[config.mk]
export PLATFORM = sky130hd
export DESIGN_NAME = sample_loader
export DESIGN_NICKNAME = d
export VERILOG_FILES = /design/src/rtl/sample_loader_pkg.sv /design/src/rtl/sample_addr_gen.sv /design/src/rtl/sample_loader.sv
export SDC_FILE = /design/constraint.sdc
export NUM_CORES = 1
export LEC_CHECK = 0
export CAP_MARGIN = 5
export CORE_MARGIN = 1
export CORE_UTILIZATION = 46
export DETAILED_ROUTE_END_ITERATION = 10
export GPL_ROUTABILITY_DRIVEN = 1
export HOLD_SLACK_MARGIN = 0.03
export PLACE_DENSITY = 0.75
export SYNTH_ARGS = -nofsm -noshare
export SYNTH_HDL_FRONTEND = slang
export SYNTH_SLANG_ARGS = --single-unit
export TNS_END_PERCENT = 10
[constraint.sdc]
create_clock -name clk -period 2.46 [get_ports clk]
set_input_delay 0.492 -clock clk [delete_from_list [all_inputs] [get_ports clk]]
set_output_delay 0.492 -clock clk [all_outputs]
set_load 0.005 [all_outputs]
[src/rtl/sample_loader_pkg.sv]
// Shared definitions for the sample loader: bus widths, FSM encoding, counter sizing.
// No logic of its own; only constants, types and an elaboration-time helper.
// Not applicable (no datapath, no flow control).
package sample_loader_pkg;

    localparam int MEM_ADDR_LEN  = 15;
    localparam int REG_WORD_LEN  = 16;
    localparam int FRAME_CNT_LEN = 16;

    typedef enum logic [1:0] {
        LOADER_STATE_IDLE  = 2'd0,
        LOADER_STATE_FILL  = 2'd1,
        LOADER_STATE_FLUSH = 2'd2,
        LOADER_STATE_RUN   = 2'd3
    } loader_state_t;

    // Width of a counter spanning 0..frame_len-1; never narrower than one bit.
    function automatic int sample_cnt_width(input int frame_len);
        return (frame_len <= 2) ? 1 : $clog2(frame_len);
    endfunction

endpackage

[src/rtl/sample_addr_gen.sv]
// Loadable bank address / sample counter with terminal-count flag for one frame.
// Address and count update on the edge after load/inc; last is combinational on count.
// No flow control; the owner decides when to increment.
module sample_addr_gen
    import sample_loader_pkg::*;
#(
    parameter logic [MEM_ADDR_LEN-1:0] BASE_ADDR = '0,
    parameter int                      FRAME_LEN = 1024
) (
    input  logic                    clk,
    input  logic                    rst,
    input  logic                    load,
    input  logic                    inc,
    output logic [MEM_ADDR_LEN-1:0] addr,
    output logic                    last
);

    localparam int                CNT_W    = sample_cnt_width(FRAME_LEN);
    localparam logic [CNT_W-1:0]  LAST_CNT = CNT_W'(FRAME_LEN - 1);

    logic [CNT_W-1:0] cnt;

    // Address wraps modulo the bank size; count wraps back to zero after the last sample.
    always_ff @(posedge clk or posedge rst) begin
        if (rst) begin
            addr <= '0;
            cnt  <= '0;
        end else if (load) begin
            addr <= BASE_ADDR;
            cnt  <= '0;
        end else if (inc) begin
            addr <= addr + 1'b1;
            cnt  <= (cnt == LAST_CNT) ? '0 : cnt + 1'b1;
        end
    end

    assign last = (cnt == LAST_CNT);

endmodule

[src/rtl/sample_loader.sv]
// Captures one frame from a valid/ready stream into bank I, then releases the DSP until done.
// Write strobe 1 cycle after each handshake; DSP released 2 cycles after the last handshake.
// s_ready is high only while filling; upstream stalls are absorbed indefinitely.
module sample_loader
    import sample_loader_pkg::*;
#(
    parameter int BASE_ADDR = 0,
    parameter int FRAME_LEN = 1024
) (
    input  logic                     clk,
    input  logic                     rst,
    input  logic                     start,
    input  logic                     s_valid,
    input  logic [REG_WORD_LEN-1:0]  s_data,
    output logic                     s_ready,
    output logic [MEM_ADDR_LEN-1:0]  write_addr_1,
    output logic [REG_WORD_LEN-1:0]  write_data_1,
    output logic                     write_en_1,
    output logic                     dsp_rst,
    input  logic                     dsp_done,
    output logic                     busy,
    output logic [FRAME_CNT_LEN-1:0] frame_cnt
);

    loader_state_t           state;
    logic [MEM_ADDR_LEN-1:0] cur_addr;
    logic                    cnt_last;
    logic                    hs;
    logic                    addr_load;

    // s_ready is registered and only set in FILL, so it alone qualifies the handshake.
    assign hs        = s_valid & s_ready;
    assign addr_load = (state == LOADER_STATE_IDLE) & start;

    sample_addr_gen #(
        .BASE_ADDR (MEM_ADDR_LEN'(BASE_ADDR)),
        .FRAME_LEN (FRAME_LEN)
    ) u_addr_gen (
        .clk  (clk),
        .rst  (rst),
        .load (addr_load),
        .inc  (hs),
        .addr (cur_addr),
        .last (cnt_last)
    );

    // Frame FSM with all outputs registered; the write strobe is a one-cycle pulse per handshake.
    always_ff @(posedge clk or posedge rst) begin
        if (rst) begin
            state        <= LOADER_STATE_IDLE;
            s_ready      <= 1'b0;
            write_en_1   <= 1'b0;
            write_addr_1 <= '0;
            write_data_1 <= '0;
            dsp_rst      <= 1'b1;
            busy         <= 1'b0;
            frame_cnt    <= '0;
        end else begin
            write_en_1 <= 1'b0;
            case (state)
                LOADER_STATE_IDLE: begin
                    if (start) begin
                        state   <= LOADER_STATE_FILL;
                        s_ready <= 1'b1;
                        busy    <= 1'b1;
                    end
                end
                LOADER_STATE_FILL: begin
                    if (hs) begin
                        write_en_1   <= 1'b1;
                        write_addr_1 <= cur_addr;
                        write_data_1 <= s_data;
                        if (cnt_last) begin
                            state   <= LOADER_STATE_FLUSH;
                            s_ready <= 1'b0;
                        end
                    end
                end
                LOADER_STATE_FLUSH: begin
                    // Final write is on the bus this cycle; release the DSP only afterwards.
                    state   <= LOADER_STATE_RUN;
                    dsp_rst <= 1'b0;
                end
                LOADER_STATE_RUN: begin
                    if (dsp_done) begin
                        state     <= LOADER_STATE_IDLE;
                        dsp_rst   <= 1'b1;
                        busy      <= 1'b0;
                        frame_cnt <= frame_cnt + 1'b1;
                    end
                end
                default: state <= LOADER_STATE_IDLE;
            endcase
        end
    end

endmodule
After elaboration in Yosys (flattened, before gate mapping)
Index checks and enable logic that the tools add are counted.

word-level totals
  flip-flop bits (word level) = 78
  input bits = 21
  output and inout bits = 51
  word-level logic and storage cells = 54

cells by class
  add/sub/neg operators = 3
  eq/ne operators = 8
  mux-type cells = 20
  bitwise gates (word level) = 2
  reduce and logical (&&, ||, !) cells = 11

operators with widths
  cell                                                  count
  2-to-1 mux 10 bit                                     3
  2-to-1 mux 15 bit                                     2
  adder 16 x 1 -> 16 bit (second input constant)        1
  adder 15 x 1 -> 15 bit (second input constant)        1
  adder 10 x 1 -> 10 bit (second input constant)        1
  equality test 10 bit (second input constant)          1
  2-to-1 mux 2 bit                                      4
  inequality test 2 bit (second input constant)         4
  case mux 2 bit (4 select lines)                       1
  AND reduction 4 bit                                   2
  nonzero test 2 bit                                    4
  2-to-1 mux 1 bit                                      7
  case mux 1 bit (2 select lines)                       3
  AND reduction 2 bit                                   3
  equality test 2 bit (second input constant)           2
  AND reduction 3 bit                                   1
  AND 1 bit                                             2
  equality test 2 x 1 -> 1 bit (second input constant)  1
  logical NOT 2 bit                                     1

Logic depth before layout (Yosys ltp)
Gate-level depths: netlist of run 1.

  depth in word-level cells = 4
  depth in mapped cells = 6
  depth with buffers taken out = 6

Modules after synthesis
Synthesis of run 1 repeated with hierarchy kept, for this count alone.

unflattened totals
  cell total of the unflattened synthesis = 293
  area total of the unflattened synthesis = 3478.3 µm²

modules (own cells, without submodules)
  module           times used  cells an instance  area an instance (µm²)  sequential area each (µm²)
  sample_loader    1           163                2225.9                  1327.5
  sample_addr_gen  1           130                1252.5                  625.6

Worst setup path after synthesis of run 1
No wires, ideal clock.

  path type = register to register
  from = register state[0]
  to = register u_addr_gen.addr[12]
  library setup time = 78 ps
  arrival time = 1674 ps
  required time = 2382 ps
  setup slack = 708 ps
  stages on the path, launching flop included = 7
  buffers on the path = 0
  clock period less this slack = 1752 ps
  cells stage by stage = dfrtp_1 inv_1 ha_1 a22oi_2 nor2_2 or4b_1 a21oi_1

on the way
  word-level cells in the longest chain between the ends = 3
  elaborated cells on any way between the ends = 4
  classes of those cells = mux: 1; bitwise: 1; reduce/logical: 2

RTL lines
  what                                                     line                   source
  start: declaration                                       sample_loader.sv:25    loader_state_t state;
  start signal: assignment                                 sample_loader.sv:50    state <= LOADER_STATE_IDLE;
  start signal: assignment                                 sample_loader.sv:63    state <= LOADER_STATE_FILL;
  start signal: assignment                                 sample_loader.sv:74    state <= LOADER_STATE_FLUSH;
  logical NOT 2 bit *                                      sample_loader.sv:33    assign addr_load = (state == LOADER_STATE_IDLE) & start;
  AND 1 bit *                                              sample_loader.sv:33
  2-to-1 mux 15 bit or nonzero test 2 bit (tied branches)  --
  end signal: assignment                                   sample_addr_gen.sv:32  addr <= addr + 1'b1;
  end: declaration                                         sample_addr_gen.sv:14  output logic [MEM_ADDR_LEN-1:0] addr,

Every way passes the cells marked *; elsewhere a longest branch is shown, timed or not.
A chain may end at the register's enable or synchronous reset.

Final worst setup path of run 1
Ends and elaborated chain as after synthesis.

==> impl_summary.txt, run 1 <==
----------------------------------------------------
[Status]
  Result of the run ... completed

[Clock tree]
  Source-to-sink clock delay at the later pin of the worst-skew pair ... approximately 0.35 ns
  PostCTS Resize Cnt ... 0
  Clock Tree Root ... sky130_fd_sc_hd__clkbuf_8
  Post-CTS setup repair buffer count ... 0
  Deepest clock path buffer count ... 2
  Clock-pin transition on the worst setup and hold timing paths ... around 0.08 ns
  Clock tree from TritonCTS ... yes
  CTS Hold Bufs ... 0
  Number of CTS-inserted buffers ... 9
  Clock sink count ... 78
  CTS H-tree lvls ... 3

[Critical path]
  Element type at the critical path end ... flip-flop
  Category of the critical setup timing path ... flip-flop to flip-flop
  Cell with the largest stage delay on the worst path ... sky130_fd_sc_hd__or4b_1
  Kind of start point of the critical path ... flip-flop
  Critical path arrival ... 2.24 ns
  Biggest cell delay along the critical path ... 0.47 ns
  Largest fanout of any net on the critical path ... 6
  CP required ... between 2 and 3 ns
  Critical-path cell list ... inv_1 -> ha_1 -> a22oi_2 -> nor2_2 -> or4b_1 -> a21oi_1

[Logic synthesis]
  Fraction of synthesized cell area in xor and xnor cells ... 0.08125
  Cell count after synthesis ... 296
  Number of enable flip-flop cells after synthesis ... 0
  Synth cell types ... 41
  Cell Area, Synth ... roughly 3400 um2
  Number of synthesized register bits ... 78
  Post-synthesis mux area share ... 0.1074
  Post-synthesis net count ... between 300 and 400
  Warnings, synthesis ... 0
  Biggest area consumer among synthesized cells ... sky130_fd_sc_hd__dfrtp_1
  Flip-flop cell with the highest count after synthesis ... sky130_fd_sc_hd__dfrtp_1
  Post-synthesis adder-cell area fraction ... 0.02902
  Main area contributors after synthesis ... sky130_fd_sc_hd__dfrtp_1 (56%), sky130_fd_sc_hd__mux2_2 (10%), sky130_fd_sc_hd__xnor2_1 (4.6%)
  Async set or reset register ratio after synthesis ... 1.000
  Fraction of the yosys area taken by sequential cells ... 0.5662
  Share of synthesized cell area in and, or, nand and nor gates ... 0.1513
  Fraction of post-synthesis cell area in the top cell type by area ... 0.5586
  Dominant combinational cell family by area after synthesis ... simple AND/OR/NAND/NOR gates
  Share of the synthesized area in compound gates (AO/OA/AOI/OAI) ... 0.04606
  Post-synthesis area per instance ... roughly 12 um2

[Job]
  Number of maximum-capacitance violations ... 0

[Timing]
  Worst hold-check slack ... 0.4752 ns
  Final hold violation count ... 0
  Setup Viol. Count Final ... 0
  Transition time of the tightest slew-check pin ... 0.5149 ns
  Shortest period the worst path allows ... 1.964 ns
  Worst slew margin ... 0.6536
  Unrepaired setup endpoints after global routing ... no
  Final worst clock skew ... 0.01175 ns
  Fin Setup TNS ... 0 ns
  Highest clock rate ... between 500 and 600 MHz
  Slew Limit Fails ... 0
  Crit share post-route ... 0.7982

[Routing]
  Detail Route Antenna Nets ... 0
  Routed wire length on met2 ... 2957 um
  Routed metal-1 wirelength ... roughly 2900 um
  Total vias in the final route ... 2462
  DRC violations left ... 0
  Number of iterations in the first detailed-routing pass ... 5
  Routed met3 length ... around 280 um
  Post-DR wirelength/cell ... between 10 and 15 um
  Via density per instance ... 5.119
  Topmost layer with routed signal wires ... met4
  First DRT Iteration DRCs ... 81
  Routed wire length ... slightly above 6000 um

[Final layout]
  Share of layout cells above drive strength 1 ... 0.1702
  Post-route cell area ... 4546 um2
  Fill count ... 590
  Area growth from synthesis to final layout ... 31.77%
  Register area ... around 2000 um2
  Final nets ... 406
  Antenna diode count ... 0
  Total area of multi-input combinational cells ... 1431 um2

[Die]
  Number of standard-cell rows in the floorplan ... 31
  Die Y ... 88.60 um
  Die area ... 7849 um2
  Initial standard-cell utilization of the core ... 0.4756
  Core Box Area ... 7253 um2
  Number of top-level pins ... 72
  Horizontal die dimension ... 88.60 um

[Pwr]
  Peak supply drop ... 0.2396 mV
  Overall power after layout ... 0.002386 W
  Combinational share of power ... 0.027
  Reported net switching power ... 0.0004979 W
  Sw frac ... 0.2087
  Power Internal ... 0.001888 W
  Reported leakage power ... 2.110 nW
  Flop pwr share ... 0.537
  PD cells ... 524.8 nW/um2
  Power share of the clock group ... 0.436

[Global routing]
  Global route overflow ... 0
  Overall routing resource usage ... 0.1756
  Maximum number of pins on one net before global-route repair ... 79
  Initial antenna violation count ... 0
  Global-route wire length before repair ... 10500 um
  Via count of the first global-routing pass ... 2333

[Place]
  DP Area ... ~4300 um2
  Number of I/O port buffers ... slightly above 70
  Routability cong. ... 0.8653
  HPWL Detailed ... 4407 um

[Worst hold path]
  Min-delay worst type ... flip-flop to flip-flop

----------------------------------------------------
path summary, 6_finish.rpt:
kind                               start                  end  slack, ns  cells past startpoint
setup / recovery                state[0]  u_addr_gen.addr[12]       0.50                      6
hold / removal             frame_cnt[15]        frame_cnt[15]       0.48                      1
setup reg to reg                state[0]  u_addr_gen.addr[12]       0.50                      6
hold reg to reg            frame_cnt[15]        frame_cnt[15]       0.48                      1
max in group asynchronous            rst              dsp_rst       1.52                      3
min in group asynchronous            rst     write_data_1[14]       0.60                      3
routing by layer:
| metal | up-vias | GRT usage |
|---|---|---|
| met1 | 1216 | 0.2172 |
| met5 | - | 0 |
| met2 | 59 | 0.2923 |
| met4 | 0 | 0.08358 |
| li1 | 1181 | - |
| met3 | 6 | 0.04011 |
logic make-up (layout without fill, tap and decap cells):
kind of cell	after synthesis	in the layout
buffers and inverters	16	102
multiplexers	33	33
adder cells (fa/ha/maj)	8	8
flip-flops	78	78
AND/OR/NAND/NOR	105	105
AO/OA/AOI/OAI	24	24
XOR/XNOR	32	32
critical path: cells and delay by family (launching register included):
kind,cells,cell delay [ns]
fa+ha+maj,1,0.34
flops,1,0.40
simple gates,2,0.74
buf+inv,1,0.13
compound gates,2,0.28
power groups by stage:
| stage | Clock (W) | Combinational [W] | Sequential, W |
|---|---|---|---|
| finish | 0.00104 | 0.0000650 | 0.00128 |
| global route | 0.00112 | 0.0000736 | 0.00128 |
| CTS | 0.00107 | 0.0000680 | 0.00128 |
| detailed placement | 0 | 0.0000677 | 0.00131 |
| global placement | 0 | 0.0000676 | 0.00131 |
| floorplan | 0 | 0.0000210 | 0.00131 |
cell type report:
type	instances	share of cell area
clock buffers	9	0.02725
clock inverters	7	0.02175
inverters	10	0.009083
multi-input cells	202	0.3149
flip-flops and latches	78	0.4297
well taps	99	0.02725
repair buffers	76	0.1701
Yosys cell counts (2+ instances only):
cell                       number
sky130_fd_sc_hd__dfrtp_1       77
sky130_fd_sc_hd__and3_1         2
sky130_fd_sc_hd__o21ai_0        8
sky130_fd_sc_hd__buf_2          4
sky130_fd_sc_hd__and4_1         3
sky130_fd_sc_hd__nand2_1       28
sky130_fd_sc_hd__inv_1         10
sky130_fd_sc_hd__a21oi_1        6
sky130_fd_sc_hd__nor4_1         3
sky130_fd_sc_hd__ha_1           8
sky130_fd_sc_hd__nand4_1       10
sky130_fd_sc_hd__xnor2_1       18
sky130_fd_sc_hd__and2_1         3
sky130_fd_sc_hd__mux2_2        32
sky130_fd_sc_hd__nand3_1       11
sky130_fd_sc_hd__clkbuf_1       2
sky130_fd_sc_hd__nor3_1         5
sky130_fd_sc_hd__nor2_1        29
sky130_fd_sc_hd__xor2_1        14
sky130_fd_sc_hd__a22o_1         2
per-stage QoR:
step,utilization,instances,setup slack [ns]
after floorplan,-,296,0.7084
after CTS,0.6267,481,0.4897
after global routing,0.6267,481,0.3903
after global placement,0.5960,465,0.2724
after detailed placement,0.5960,465,0.2484
final,0.6267,481,0.4964
cell usage in the layout, fill, tap and decap left out, types with 2 or more instances in the layout:
cell                              instances
sky130_fd_sc_hd__buf_12                   2
sky130_fd_sc_hd__clkdlybuf4s50_1         71
sky130_fd_sc_hd__a22o_1                   2
sky130_fd_sc_hd__clkbuf_8                 9
sky130_fd_sc_hd__and3_1                   2
sky130_fd_sc_hd__nand4_1                 10
sky130_fd_sc_hd__and4_1                   3
sky130_fd_sc_hd__xnor2_1                 18
sky130_fd_sc_hd__clkinvlp_4               2
sky130_fd_sc_hd__nor2_1                  29
sky130_fd_sc_hd__and2_1                   3
sky130_fd_sc_hd__buf_4                    3
sky130_fd_sc_hd__clkinv_4                 3
sky130_fd_sc_hd__bufinv_16                2
sky130_fd_sc_hd__inv_1                    9
sky130_fd_sc_hd__nor3_1                   5
sky130_fd_sc_hd__ha_1                     8
sky130_fd_sc_hd__dfrtp_1                 77
sky130_fd_sc_hd__mux2_2                  32
sky130_fd_sc_hd__xor2_1                  14
sky130_fd_sc_hd__a21oi_1                  6
sky130_fd_sc_hd__nor4_1                   3
sky130_fd_sc_hd__o21ai_0                  8
sky130_fd_sc_hd__nand3_1                 11
sky130_fd_sc_hd__nand2_1                 28
state kept, by name (all words and copies together) (netlist names):
register and count:
dsp_rst 1, frame_cnt 16, busy 1, write_data_1 16, u_addr_gen.cnt 10, write_addr_1 15
write_en_1 1, u_addr_gen.addr 15, s_ready 1, state 2
Note: power is estimated with default switching activity, not from simulation.
==> run 2, diff against run 1 <==
==> constraint.sdc (replaced) <==
create_clock -name clk -period 1.8 [get_ports clk]
set_input_delay 0.36 -clock clk [delete_from_list [all_inputs] [get_ports clk]]
set_output_delay 0.36 -clock clk [all_outputs]
set_load 0.005 [all_outputs]
==> impl_summary.txt, run 2 (synthesis gave the netlist of run 1 again) <==
----------------------------------------------------
[Status]
  Result of the run ... completed

[Clock tree]
  CTS Hold Bufs ... 0 (unchanged)
  Clock tree from TritonCTS ... yes
  Clock sink count ... 78 (unchanged)
  Deepest clock path buffer count ... 2 (unchanged)
  Clock-pin transition on the worst setup and hold timing paths ... 0.07 ns (about the same)
  Source-to-sink clock delay at the later pin of the worst-skew pair ... 0.35 ns (about the same)
  Number of CTS-inserted buffers ... 9 (unchanged)
  CTS H-tree lvls ... 3 (unchanged)
  Clock Tree Root ... sky130_fd_sc_hd__clkbuf_8

[Timing]
  Final hold violation count ... 0 (unchanged)
  Crit share post-route ... 0.9679
  Transition time of the tightest slew-check pin ... 0.4364 ns (-0.07847 ns)
  Highest clock rate ... 574.0 MHz
  Slew Limit Fails ... 0 (unchanged)
  Unrepaired setup endpoints after global routing ... yes
  Worst slew margin ... 0.7091 (+0.05548)
  Shortest period the worst path allows ... 1.742 ns
  Final worst clock skew ... 0.01220 ns (+0.0004520 ns)
  Fin Setup TNS ... 0 ns (unchanged)
  Minimum setup slack in the final design ... 0.05784 ns (-0.4386 ns)
  Setup Viol. Count Final ... 0 (unchanged)

[Routing]
  First DRT Iteration DRCs ... 90 (+11%)
  Post-DR wirelength/cell ... 13.75 um (+6.7%)
  Total vias in the final route ... 2511 (+2.0%)
  DRC violations left ... 0 (unchanged)
  Routed wire length ... 6794 um (+9.6%)
  Detail Route Antenna Nets ... 0 (unchanged)
  Via density per instance ... 5.083 (-0.69%)
  Number of iterations in the first detailed-routing pass ... 4 (-1)

[Final layout]
  Total area of multi-input combinational cells ... 1446 um2 (+1.0%)
  Post-route cell area ... 4652 um2 (+2.3%)
  Share of layout cells above drive strength 1 ... 0.2000 (+0.02984)
  Largest registers ... frame_cnt x16, write_data_1 x16
  Post-route core utilization ... 0.6414 (+0.01466)
  Area growth from synthesis to final layout ... 34.86%
  Final nets ... 421 (+3.7%)
  Commonest cells after routing, fill and taps aside ... sky130_fd_sc_hd__dfrtp_1 (77), sky130_fd_sc_hd__clkdlybuf4s50_1 (71), sky130_fd_sc_hd__mux2_2 (32)
  Fill count ... 592 (+0.34%)
  Register area ... 1953 um2 (unchanged)
  Antenna diode count ... 0 (unchanged)
  Most common cell after layout, fill and taps aside ... sky130_fd_sc_hd__dfrtp_1

[Die]
  Initial standard-cell utilization of the core ... 0.4756 (unchanged)
  Die Y ... 88.60 um (unchanged)
  Horizontal die dimension ... 88.60 um (unchanged)
  Core Box Area ... 7253 um2 (unchanged)
  Number of top-level pins ... 72 (unchanged)
  Number of standard-cell rows in the floorplan ... 31 (unchanged)
  Die area ... 7849 um2 (unchanged)

[Job]
  Number of maximum-capacitance violations ... 0 (unchanged)

[Critical path]
  Bufs and invs on worst path ... 1 (unchanged)
  Largest fanout of any net on the critical path ... 3 (-3)
  Cell with the largest stage delay on the worst path ... sky130_fd_sc_hd__dfstp_2
  Biggest cell delay along the critical path ... 0.54 ns (+0.07 ns)
  Origin of the critical flop-to-flop path ... state[1]
  CP required ... 1.44 ns (-1.29 ns)
  Critical-path cell list ... clkdlybuf4s50_1
  Element type at the critical path end ... output pin
  Crit path launch ... dsp_rst
  Category of the critical setup timing path ... flip-flop to output pin
  Kind of start point of the critical path ... flip-flop
  Critical path's top delay family ... flip-flops
  Critical path arrival ... 1.38 ns (-0.86 ns)

[Pwr]
  Power share of the clock group ... 0.428 (-0.008)
  Sw frac ... 0.2050 (-0.003721)
  Power Internal ... 0.002566 W (+36%)
  Flop pwr share ... 0.542 (+0.005)
  Combinational share of power ... 0.029 (+0.002)
  Peak supply drop ... 0.4553 mV (+90%)
  Overall power after layout ... 0.003228 W (+35%)
  Reported net switching power ... 0.0006616 W (+33%)
  Reported leakage power ... 2.176 nW (+3.1%)
  PD cells ... 693.8 nW/um2 (+32%)

[Global routing]
  Via count of the first global-routing pass ... 2455 (+5.2%)
  Global-route wire length before repair ... 11150 um (+6.2%)
  Overall routing resource usage ... 0.1880 (+0.01242)
  Maximum number of pins on one net before global-route repair ... 79 (unchanged)
  Global route overflow ... 0 (unchanged)
  Initial antenna violation count ... 0 (unchanged)

[Place]
  Number of I/O port buffers ... 71 (unchanged)
  Minimum setup slack after placement ... -0.1289 ns (-0.3774 ns)
  DP Area ... 4436 um2 (+2.6%)
  HPWL Detailed ... 4914 um (+12%)
  Routability cong. ... 0.8115 (-6.2%)

[Worst hold path]
  Min-delay worst type ... input pin to async pin

----------------------------------------------------
## run 2: worst reg2reg max path, stage by stage (launching register included)
cell                      delay (ns)
sky130_fd_sc_hd__dfrtp_1        0.41
sky130_fd_sc_hd__ha_2           0.24
sky130_fd_sc_hd__nand4_1        0.15
sky130_fd_sc_hd__nor4_1         0.32
sky130_fd_sc_hd__buf_4          0.17
sky130_fd_sc_hd__nand4_1        0.12
sky130_fd_sc_hd__xnor2_1        0.16
## run 2: layer usage
metal  GRT usage  up-vias  routed length, um
li1            -     1213                  -
met1      0.2323     1230               3076
met2      0.3112       59               3339
met3     0.04851        9                284
met4     0.08504        0                 93
met5           0        -                  0
## run 2: layout make-up
class,instances,share of cell area
Multi-Input combinational cell,202,0.3109
Timing Repair Buffer,91,0.1904
Tap cell,99,0.02663
Sequential cell,78,0.4198
Clock buffer,10,0.02743
Clock inverter,4,0.01587
Inverter,10,0.008876
## run 2: repair_timing
item                                    4_1_cts  5_1_grt
endpoints found under the setup margin        0        9
gates resized for setup                       0        3
buffers inserted                              0        0
## run 2: path summary, 6_finish.rpt
| kind | to | slack [ns] | cells past startpoint |
|---|---|---|---|
| worst max-delay path | dsp_rst | 0.06 | 1 |
| worst min-delay path | write_data_1[3] | 0.44 | 3 |
| worst max register to register | frame_cnt[15] | 0.11 | 6 |
| worst min register to register | dsp_rst | 0.49 | 2 |
| max in group asynchronous | dsp_rst | 0.96 | 3 |
| min in group clk | dsp_rst | 0.49 | 2 |
## run 2: power groups by stage
stage | Sequential, W | Clock (W) | Combinational (W)
after CTS | 0.00175 | 0.00141 | 0.0000977
after detailed placement | 0.00179 | 0 | 0.0000971
after floorplan | 0.00179 | 0 | 0.0000287
after global placement | 0.00179 | 0 | 0.0000969
final | 0.00175 | 0.00138 | 0.0000945
after global routing | 0.00175 | 0.00148 | 0.000106
## run 2: metrics by stage
stage	hold WS, ns	std cells
after floorplan	0.4629	296
after global placement	0.4620	480
after detailed placement	0.4809	480
after CTS	0.4861	494
after global routing	0.5098	494
final	0.4402	494
==> run 3, diff against run 2 <==
--- a/config.mk
+++ b/config.mk
@@ -8,6 +8,7 @@
 export CAP_MARGIN = 5
 export CORE_MARGIN = 1
 export CORE_UTILIZATION = 46
+export CTS_CLUSTER_SIZE = 8
 export DETAILED_ROUTE_END_ITERATION = 10
 export GPL_ROUTABILITY_DRIVEN = 1
 export HOLD_SLACK_MARGIN = 0.03
==> results of run 3 <==
No change in the layout: final DEF, timing and power equal those of run 2.
